File: config.mk
export PLATFORM = sky130hd
export DESIGN_NAME = vga_timing_gen_flat
export DESIGN_NICKNAME = d
export VERILOG_FILES = /design/src/rtl/vga_timing_gen_pkg.sv /design/src/rtl/vga_timing_gen_if.sv /design/src/rtl/vga_timing_gen_axis_ctr.sv /design/src/rtl/vga_timing_gen.sv /design/src/flat_wrapper.sv
export SDC_FILE = /design/constraint.sdc
export NUM_CORES = 1
export LEC_CHECK = 0
export ABC_AREA = 0
export ABC_CLOCK_PERIOD_IN_PS = 2400
export BUFFER_PORTS_ARGS = -buffer_cell sky130_fd_sc_hd__buf_2
export CAP_MARGIN = 10
export CORE_MARGIN = 5
export CORE_UTILIZATION = 55
export DETAILED_ROUTE_END_ITERATION = 8
export PLACE_DENSITY = 0.78
export SYNTH_ARGS = -nofsm -noshare
export SYNTH_HDL_FRONTEND = slang
export SYNTH_SLANG_ARGS = --single-unit
File: constraint.sdc
create_clock -name vclk -period 2.4 [get_ports vclk]
set_input_delay 0.48 -clock vclk [delete_from_list [all_inputs] [get_ports vclk]]
set_output_delay 0.48 -clock vclk [all_outputs]
set_load 0.005 [all_outputs]
File: src/rtl/vga_timing_gen_pkg.sv
// Shared VGA timing package: default 1024x768 timing, derived totals,
// coordinate widths and the axis phase state typedefs.
package vga_pkg;

    localparam int DEF_H_ACTIVE = 1024;
    localparam int DEF_H_FP     = 24;
    localparam int DEF_H_SYNC   = 136;
    localparam int DEF_H_BP     = 160;
    localparam int DEF_V_ACTIVE = 768;
    localparam int DEF_V_FP     = 3;
    localparam int DEF_V_SYNC   = 6;
    localparam int DEF_V_BP     = 29;

    localparam int DEF_HT = DEF_H_ACTIVE + DEF_H_FP + DEF_H_SYNC + DEF_H_BP;
    localparam int DEF_VT = DEF_V_ACTIVE + DEF_V_FP + DEF_V_SYNC + DEF_V_BP;

    localparam int H_W = 11;
    localparam int V_W = 10;

    // Both axes walk the same four phases; the per-axis names alias one encoding.
    typedef enum logic [1:0] {
        PH_ACT  = 2'd0,
        PH_FP   = 2'd1,
        PH_SYNC = 2'd2,
        PH_BP   = 2'd3
    } phase_e;

    typedef phase_e h_state_e;
    typedef phase_e v_state_e;

endpackage

File: src/rtl/vga_timing_gen_if.sv
// Raster timing bundle: coordinates, sync/blank strobes and frame pulses
// driven by vga_timing_gen (master) to drawing stages and the DAC (slave).
interface vga_timing_if;
    import vga_pkg::*;

    logic [H_W-1:0] hcount;
    logic [V_W-1:0] vcount;
    logic           hsync;
    logic           vsync;
    logic           blank;
    logic           line_end;
    logic           frame_start;
    logic [7:0]     frame_count;

    modport master (
        output hcount, vcount, hsync, vsync, blank, line_end, frame_start, frame_count
    );

    modport slave (
        input hcount, vcount, hsync, vsync, blank, line_end, frame_start, frame_count
    );
endinterface

File: src/rtl/vga_timing_gen_axis_ctr.sv
// One raster axis: phase FSM with a per-phase down-counter plus the position
// counter. Next-state values are exported so the top can register aligned strobes.
module vga_axis_ctr
    import vga_pkg::*;
#(
    parameter int W      = 11,
    parameter int ACTIVE = DEF_H_ACTIVE,
    parameter int FRONT  = DEF_H_FP,
    parameter int SYNC   = DEF_H_SYNC,
    parameter int BACK   = DEF_H_BP
) (
    input  logic         clk_i,
    input  logic         rst_i,
    input  logic         adv_i,
    output logic [W-1:0] pos_o,
    output logic [W-1:0] pos_d_o,
    output phase_e       state_d_o,
    output logic         wrap_d_o
);

    localparam logic [W-1:0] LEN_ACT  = W'(ACTIVE - 1);
    localparam logic [W-1:0] LEN_FP   = W'(FRONT - 1);
    localparam logic [W-1:0] LEN_SYNC = W'(SYNC - 1);
    localparam logic [W-1:0] LEN_BP   = W'(BACK - 1);

    phase_e       state_q, state_d;
    logic [W-1:0] cnt_q, cnt_d;
    logic [W-1:0] pos_q, pos_d;
    logic         wrap_d;

    // The position only wraps on the back-porch exit, so it can never reach the total.
    always_comb begin
        state_d = state_q;
        cnt_d   = cnt_q;
        pos_d   = pos_q;
        wrap_d  = 1'b0;
        if (adv_i) begin
            pos_d = pos_q + 1'b1;
            if (cnt_q != '0) begin
                cnt_d = cnt_q - 1'b1;
            end else begin
                case (state_q)
                    PH_ACT: begin
                        state_d = PH_FP;
                        cnt_d   = LEN_FP;
                    end
                    PH_FP: begin
                        state_d = PH_SYNC;
                        cnt_d   = LEN_SYNC;
                    end
                    PH_SYNC: begin
                        state_d = PH_BP;
                        cnt_d   = LEN_BP;
                    end
                    default: begin
                        state_d = PH_ACT;
                        cnt_d   = LEN_ACT;
                        pos_d   = '0;
                        wrap_d  = 1'b1;
                    end
                endcase
            end
        end
    end

    always_ff @(posedge clk_i) begin
        if (rst_i) begin
            state_q <= PH_ACT;
            cnt_q   <= LEN_ACT;
            pos_q   <= '0;
        end else begin
            state_q <= state_d;
            cnt_q   <= cnt_d;
            pos_q   <= pos_d;
        end
    end

    assign pos_o     = pos_q;
    assign pos_d_o   = pos_d;
    assign state_d_o = state_d;
    assign wrap_d_o  = wrap_d;

endmodule

File: src/rtl/vga_timing_gen.sv
// VGA raster timing generator on the pixel clock; all strobes registered from
// next counter values. Define VGA_TIMING_FRAME_CNT_EN to build the frame counter.
module vga_timing_gen
    import vga_pkg::*;
#(
    parameter int H_ACTIVE = DEF_H_ACTIVE,
    parameter int H_FP     = DEF_H_FP,
    parameter int H_SYNC   = DEF_H_SYNC,
    parameter int H_BP     = DEF_H_BP,
    parameter int V_ACTIVE = DEF_V_ACTIVE,
    parameter int V_FP     = DEF_V_FP,
    parameter int V_SYNC   = DEF_V_SYNC,
    parameter int V_BP     = DEF_V_BP,
    parameter bit HS_POL   = 1'b0,
    parameter bit VS_POL   = 1'b0
) (
    input logic          vclk,
    input logic          rst,
    vga_timing_if.master vga
);

    localparam int HT = H_ACTIVE + H_FP + H_SYNC + H_BP;
    localparam int VT = V_ACTIVE + V_FP + V_SYNC + V_BP;

    if (HT > 2048 || VT > 1024) begin : g_size_check
        $error("vga_timing_gen: HT must be <= 2048 and VT <= 1024");
    end
    if (H_ACTIVE < 1 || H_FP < 1 || H_SYNC < 1 || H_BP < 1 ||
        V_ACTIVE < 1 || V_FP < 1 || V_SYNC < 1 || V_BP < 1) begin : g_phase_check
        $error("vga_timing_gen: every timing phase needs at least one clock/line");
    end

    logic [H_W-1:0] hPos, hPos_d;
    logic [V_W-1:0] vPos, vPos_d;
    phase_e         hState_d, vState_d;
    logic           hWrap_d, vWrap_d;

    logic hsync_q, vsync_q, blank_q, lineEnd_q, frameStart_q;

    vga_axis_ctr #(
        .W(H_W), .ACTIVE(H_ACTIVE), .FRONT(H_FP), .SYNC(H_SYNC), .BACK(H_BP)
    ) uHoriz (
        .clk_i    (vclk),
        .rst_i    (rst),
        .adv_i    (1'b1),
        .pos_o    (hPos),
        .pos_d_o  (hPos_d),
        .state_d_o(hState_d),
        .wrap_d_o (hWrap_d)
    );

    vga_axis_ctr #(
        .W(V_W), .ACTIVE(V_ACTIVE), .FRONT(V_FP), .SYNC(V_SYNC), .BACK(V_BP)
    ) uVert (
        .clk_i    (vclk),
        .rst_i    (rst),
        .adv_i    (lineEnd_q),
        .pos_o    (vPos),
        .pos_d_o  (vPos_d),
        .state_d_o(vState_d),
        .wrap_d_o (vWrap_d)
    );

    // Strobes decode the next-state values so they land on the same edge as the coordinates.
    always_ff @(posedge vclk) begin
        if (rst) begin
            hsync_q      <= ~HS_POL;
            vsync_q      <= ~VS_POL;
            blank_q      <= 1'b0;
            lineEnd_q    <= 1'b0;
            frameStart_q <= 1'b0;
        end else begin
            hsync_q      <= (hState_d == PH_SYNC) ? HS_POL : ~HS_POL;
            vsync_q      <= (vState_d == PH_SYNC) ? VS_POL : ~VS_POL;
            blank_q      <= (hState_d != PH_ACT) || (vState_d != PH_ACT);
            lineEnd_q    <= (hPos_d == H_W'(HT - 1));
            frameStart_q <= hWrap_d && vWrap_d;
        end
    end

`ifdef VGA_TIMING_FRAME_CNT_EN
    logic [7:0] frameCount_q;

    always_ff @(posedge vclk) begin
        if (rst) begin
            frameCount_q <= 8'd0;
        end else if (hWrap_d && vWrap_d) begin
            frameCount_q <= frameCount_q + 8'd1;
        end
    end

    assign vga.frame_count = frameCount_q;
`else
    assign vga.frame_count = 8'd0;
`endif

    assign vga.hcount      = hPos;
    assign vga.vcount      = vPos;
    assign vga.hsync       = hsync_q;
    assign vga.vsync       = vsync_q;
    assign vga.blank       = blank_q;
    assign vga.line_end    = lineEnd_q;
    assign vga.frame_start = frameStart_q;

endmodule
File: src/flat_wrapper.sv
// flat-port wrapper written by rule: the top's interface ports become plain ports
module vga_timing_gen_flat import vga_pkg::*;
#(
    parameter int H_ACTIVE = DEF_H_ACTIVE,
    parameter int H_FP     = DEF_H_FP,
    parameter int H_SYNC   = DEF_H_SYNC,
    parameter int H_BP     = DEF_H_BP,
    parameter int V_ACTIVE = DEF_V_ACTIVE,
    parameter int V_FP     = DEF_V_FP,
    parameter int V_SYNC   = DEF_V_SYNC,
    parameter int V_BP     = DEF_V_BP,
    parameter bit HS_POL   = 1'b0,
    parameter bit VS_POL   = 1'b0
)
  (vclk, rst, vga_hcount, vga_vcount, vga_hsync, vga_vsync, vga_blank, vga_line_end, vga_frame_start, vga_frame_count);
  vga_timing_if vga_i ();
  input logic vclk;
  input logic rst;
  output wire logic [$bits(vga_i.hcount)-1:0] vga_hcount;
  output wire logic [$bits(vga_i.vcount)-1:0] vga_vcount;
  output wire logic [$bits(vga_i.hsync)-1:0] vga_hsync;
  output wire logic [$bits(vga_i.vsync)-1:0] vga_vsync;
  output wire logic [$bits(vga_i.blank)-1:0] vga_blank;
  output wire logic [$bits(vga_i.line_end)-1:0] vga_line_end;
  output wire logic [$bits(vga_i.frame_start)-1:0] vga_frame_start;
  output wire logic [$bits(vga_i.frame_count)-1:0] vga_frame_count;
  assign vga_hcount = vga_i.hcount;
  assign vga_vcount = vga_i.vcount;
  assign vga_hsync = vga_i.hsync;
  assign vga_vsync = vga_i.vsync;
  assign vga_blank = vga_i.blank;
  assign vga_line_end = vga_i.line_end;
  assign vga_frame_start = vga_i.frame_start;
  assign vga_frame_count = vga_i.frame_count;
  vga_timing_gen #(.H_ACTIVE(H_ACTIVE), .H_FP(H_FP), .H_SYNC(H_SYNC), .H_BP(H_BP), .V_ACTIVE(V_ACTIVE), .V_FP(V_FP), .V_SYNC(V_SYNC), .V_BP(V_BP), .HS_POL(HS_POL), .VS_POL(VS_POL)) u_core (.vclk(vclk), .rst(rst), .vga(vga_i));
endmodule
==> flow_summary.toml, run 1 <==
[detailed_routing]
drt-pass1-iter-count = 4
drt-total-wl_um = 4860
vias_per_cell = 5.62
drtAntennaViolNets = 0
vias = 2011
avgRoutedWirePerCell_um = 13.6
drtIter0Drc = 80
drc_errors = 0

[global_routing]
gr-total-overflow = 0
antenna_found_initial = 0
grt_usage_pct = 17.0
grt_pass1_vias = 1892
grt_pass1_wl_um = 8540
grt_max_degree = 20

[clock_network]
postCtsHoldBufs = 0
post_cts_buffers = 0
clk_path_buf_depth = 2
clk_latency_ps = 300
clockRootBuffer = "clkbuf_8"
cts_tree = "built"
cts_htree_levels = 2
cts_buffers = 5
path_clk_slew_ps = 90
cts_resized = 0
cts_sinks = 51

[sta]
fin_crit_ps = 2100
slew_violations = 0
tightestPinTransition_ps = 526
worst_clock_skew_ps = 5.96
min_period_over_period_pct = 87.4
final.setup.tns_ps = 0
rsz0062_at_grt = "no"
fmax_mhz = 477
setup_viol = 0
finalHoldViolations = 0
relSlewSlack_pct = 64.6

[finish]
drive_gt1_share_pct = 15.4
antenna_cells = 0
fillers = 404
final_common_cell = "dfxtp_1"
final_cell_mix = "dfxtp_1 (51), nor2_1 (31), buf_2 (27)"
area_delta_synth_final_pct = 8.11
stdcell_count = 358
finalNetCount = 324

[placed_design]
gp_congestion = 0.755
port_buffers = 27
placedCellCount = 351
hpwlAfterDp_um = 3630

[worst_setup_path]
rrSetupSlack_ps = 300
max_stage_delay_ps = 500
start_kind = "flip-flop"
crit_slowest_cell = "and4_1"
cp.arrival_ps = 2270
critical_path_required_ps = 2580
cp_cell_sequence = "inv_1 > ha_1 > nor4b_2 > and4_1 > a21o_1 > nor2_1"
worstReg2RegStart = "u_core.uVert.cnt_q[0]$_SDFFE_PP1P_"
crit_buf_inv = 1
worst-r2r-cell-count = 6
crit_path_end_kind = "flip-flop"
worst-path-max-fanout = 11
r2r_end = "u_core.uVert.pos_o[2]$_SDFFE_PP0P_"
crit_type = "reg -> reg"
crit_family = "simple AND/OR/NAND/NOR gates"

[hold_path]
hold_path_depth = 1
hp-class = "reg -> reg"
hp-start = "u_core.uHoriz.cnt_q[0]$_SDFF_PP1_"
hold_end = "u_core.uHoriz.cnt_q[0]$_SDFF_PP1_"

[logic_synthesis]
syn_inst = 281
synth_seq_cells = 51
synth-async-reset-ratio_pct = 0
synthesis.area_um2 = 2560
yosysSeqAreaShare_pct = 39.9
synth_warnings = 0
syn_area_per_cell_um2 = 9.11
synthFlopType = "dfxtp_1"
synth-edff-count = 0
synth_cell_types = 51

[power]
cellPowerDensity_nw_per_um2 = 510
peakVddDrop_v = 0.000479
p_leak_nw = 1.10

[job]
cap_violations = 0

[die]
fp.dieH_um = 78.2
pin_count = 36
num_rows = 24
initial_utilization_pct = 57.6
chipWidth_um = 78.2
dieArea_um2 = 6120
core-area_um2 = 4440

[outcome]
status = "finished clean"
[through the flow]
step / hold WS (ps) / setup WS, ps / instance area, um^2 / utilization, % / total power, W
final: 431 / 303 / 2770 / 62.3 / 0.00141
after global routing: 449 / 85.4 / 2770 / 62.3 / 0.00148
after CTS: 432 / 294 / 2770 / 62.3 / 0.00143
after detailed placement: 410 / 318 / 2680 / 60.3 / 0.000941
after global placement: 403 / 413 / 2680 / 60.3 / 0.000938
after floorplan: 389 / 716 / 2590 / - / 0.000934
[synth_stat cells, types with 3 or more instances]
library cell,instances,area share [%]
dfxtp_1,51,40
nor2_1,31,4.5
nand2_1,23,3.4
ha_1,16,7.8
xnor2_1,16,5.5
buf_4,11,3.2
inv_1,11,1.6
nand3_1,10,2.0
nor3_1,10,2.0
xor2_1,9,3.1
nand4_1,7,1.7
o21ai_0,7,1.4
mux2i_1,6,2.3
or3_1,6,1.5
a21oi_1,5,0.98
nor4_1,5,1.2
and3_1,4,0.98
o211ai_1,4,1.2
a211o_1,3,1.0
clkbuf_1,3,0.44
nand3b_1,3,0.88
nor4_2,3,1.5
or4_1,3,0.88
[power breakdown]
part	switching, W	total, W	internal [W]
registers	0.0000123	0.000868	0.000856
clock network	0.000263	0.000490	0.000227
logic	0.0000337	0.0000537	0.0000200
[sequential cells by signal, summed over array words and instances (netlist names), 2 cells and up]
register               count
u_core.uHoriz.pos_o       11
u_core.uHoriz.state_q      2
u_core.uVert.cnt_q        10
u_core.uVert.state_q       2
u_core.uVert.pos_o        10
u_core.uHoriz.cnt_q       11
[worst max-delay path by stage]
stage | to | depth (start not counted) | from
after detailed placement | u_core.uVert.pos_o[4]$_SDFFE_PP0P_ | 6 | u_core.uVert.cnt_q[0]$_SDFFE_PP1P_
final | u_core.uVert.pos_o[2]$_SDFFE_PP0P_ | 6 | u_core.uVert.cnt_q[0]$_SDFFE_PP1P_
after CTS | u_core.uVert.pos_o[4]$_SDFFE_PP0P_ | 6 | u_core.uVert.cnt_q[0]$_SDFFE_PP1P_
after global placement | u_core.uVert.pos_o[8]$_SDFFE_PP0P_ | 6 | u_core.uVert.cnt_q[0]$_SDFFE_PP1P_
after floorplan | u_core.uVert.pos_o[0]$_SDFFE_PP0P_ | 8 | u_core.uVert.cnt_q[0]$_SDFFE_PP1P_
after global routing | u_core.uVert.pos_o[2]$_SDFFE_PP0P_ | 6 | u_core.uVert.cnt_q[0]$_SDFFE_PP1P_
[area by class of cell]
class                   count  area (um^2)  share of cell area, %
multi-input cells         209         1410                   50.9
flip-flops and latches     51         1020                   36.9
repair buffers             28          143                   5.15
clock buffers               6         82.6                   2.98
well taps                  52         65.1                   2.35
inverters                  11         41.3                   1.49
clock inverters             1         5.00                  0.181
[logic make-up after synthesis]
group | count (synthesis) | synth area share, %
flops | 51 | 39.9
simple gates | 121 | 25.8
buf+inv | 28 | 6.06
xor+xnor | 25 | 8.55
mux | 7 | 2.79
compound gates | 32 | 8.94
other cells | 1 | 0.146
fa+ha+maj | 16 | 7.82
[routing by layer]
metal / vias to the layer above / wire (um) / GRT usage [%]
li1: 1016 / - / -
met5: - / 0 / 0
met4: 0 / 60 / 6.29
met3: 6 / 232 / 3.89
met1: 941 / 2290 / 21.0
met2: 48 / 2280 / 28.9
Power figures use the tool's default switching activity.
==> inputs of run 2 (changes only) <==
--- a/config.mk
+++ b/config.mk
@@ -15,4 +15,5 @@
 export PLACE_DENSITY = 0.78
 export SYNTH_ARGS = -nofsm -noshare
 export SYNTH_HDL_FRONTEND = slang
+export SYNTH_HIERARCHICAL = 1
 export SYNTH_SLANG_ARGS = --single-unit
==> flow_summary.toml, run 2 <==
[worst_setup_path]
crit_path_end_kind = "flip-flop"
max_stage_delay_ps = 510
worst-path-max-fanout = 12
crit_buf_inv = 1
crit_type = "reg -> reg"
cp.arrival_ps = 2380
crit_slowest_cell = "or4bb_1"
crit_family = "simple AND/OR/NAND/NOR gates"
start_kind = "flip-flop"
critical_path_required_ps = 2640
cp_cell_sequence = "inv_1 > ha_1 > nor2b_1 > and4_1 > and2_1 > nor2_1 > or4bb_1 > nor3_2"

[detailed_routing]
vias_per_cell = 5.20
drtIter0Drc = 84
drt-pass1-iter-count = 4
drt-total-wl_um = 5120
vias = 2122
drtAntennaViolNets = 0
drc_errors = 0
avgRoutedWirePerCell_um = 12.5

[power]
peakVddDrop_v = 0.000316
cellPowerDensity_nw_per_um2 = 479
p_leak_nw = 1.14
power_w = 0.00141

[sta]
setup_viol = 0
worst_clock_skew_ps = 9.57
finalHoldViolations = 0
min_period_over_period_pct = 89.3
worst_hold_slack_ps = 511
layout_setup_ws_ps = 258
rsz0062_at_grt = "no"
final.setup.tns_ps = 0
fmax_mhz = 467
fin_crit_ps = 2140
slew_violations = 0

[clock_network]
cts_resized = 0
clk_path_buf_depth = 2
path_clk_slew_ps = 90
cts_sinks = 51
clk_latency_ps = 300
cts_buffers = 5
clockRootBuffer = "clkbuf_8"
cts_tree = "built"
cts_htree_levels = 2
postCtsHoldBufs = 0
post_cts_buffers = 0

[finish]
finalNetCount = 358
final_cell_mix = "nor2_1 (56), dfxtp_1 (51), buf_2 (27)"
area_delta_synth_final_pct = 9.28
multiInputGateArea_um2 = 1540
final_common_cell = "nor2_1"
stdcell_count = 408
regArea_um2 = 1020
antenna_cells = 0
drive_gt1_share_pct = 14.7
fillers = 434

[global_routing]
grt_pass1_vias = 2037
grt_usage_pct = 17.2
grt_max_degree = 22
grt_pass1_wl_um = 8910
gr-total-overflow = 0
antenna_found_initial = 0

[die]
num_rows = 25
dieArea_um2 = 6400
core-area_um2 = 4750
pin_count = 36
initial_utilization_pct = 56.7
chipWidth_um = 80
fp.dieH_um = 80

[outcome]
status = "finished clean"

[placed_design]
pre_cts_ws_ps = 266
hpwlAfterDp_um = 3860
placedCellCount = 400
port_buffers = 27
gp_congestion = 0.883

[job]
cap_violations = 0

[logic_synthesis]
synth_warnings = 6
syn_inst = 311
syn_area_per_cell_um2 = 8.67
synthesis.area_um2 = 2700

[hold_path]
hp-class = "reg -> reg"
==> run 2: cell types whose count changed in the layout (fill, tap and decap cells not counted), moves of 3 or more <==
| cell | previous run | this run |
|---|---|---|
| mux2_1 | 0 | 4 |
| and3_1 | 4 | 1 |
| buf_4 | 1 | 4 |
| o21ai_0 | 7 | 2 |
| nor2_1 | 31 | 56 |
| o21ai_1 | 0 | 8 |
| nand4_1 | 7 | 10 |
| conb_1 | 8 | 11 |
| nor2b_1 | 2 | 5 |
| or3_1 | 6 | 0 |
| nand3b_1 | 3 | 0 |
| a21oi_1 | 5 | 8 |
| nand2b_1 | 0 | 4 |
==> run 2: path summary, 6_finish.rpt <==
check / depth (start not counted) / to / from / slack, ps
worst max-delay path: 8 / u_core/vga.line_end$_SDFF_PP0_ / u_core/uHoriz/cnt_q[0]$_SDFFE_PP1P_ / 260
worst min-delay path: 1 / u_core/uVert/cnt_q[9]$_SDFFE_PP1P_ / u_core/uVert/cnt_q[9]$_SDFFE_PP1P_ / 510
worst max register to register: 8 / u_core/vga.line_end$_SDFF_PP0_ / u_core/uHoriz/cnt_q[0]$_SDFFE_PP1P_ / 260
worst min register to register: 1 / u_core/uVert/cnt_q[9]$_SDFFE_PP1P_ / u_core/uVert/cnt_q[9]$_SDFFE_PP1P_ / 510
==> run 2: power by group <==
part | leakage, nW | switching, W | internal (W) | total, W
Sequential | 0.412 | 0.0000100 | 0.000854 | 0.000864
Clock | 0.0402 | 0.000284 | 0.000203 | 0.000487
Combinational | 0.688 | 0.0000390 | 0.0000201 | 0.0000591
Total | 1.14 | 0.000333 | 0.00108 | 0.00141
==> run 2: cell type report <==
cell class                 instances  share of cell area, %
multi-input combinational        239                   52.3
sequential                        51                   34.7
timing repair buffer              31                   5.61
tap                               67                   2.85
clock buffer                       5                   2.34
inverter                          12                   1.53
clock inverter                     3                  0.680
==> run 2: through the flow <==
step | util (%) | instance area, um^2
global route | 61.9 | 2950
finish | 61.9 | 2950
detailed placement | 60.1 | 2860
CTS | 61.9 | 2950
global placement | 60.1 | 2860
floorplan | - | 2730
==> run 2: metal layers <==
metal / wire length (um) / global-route usage, % / vias to the layer above
met4: 72 / 5.41 / 0
met5: 0 / 0 / -
met1: 2310 / 20.7 / 968
met3: 231 / 3.95 / 7
li1: - / - / 1108
met2: 2510 / 30.2 / 39
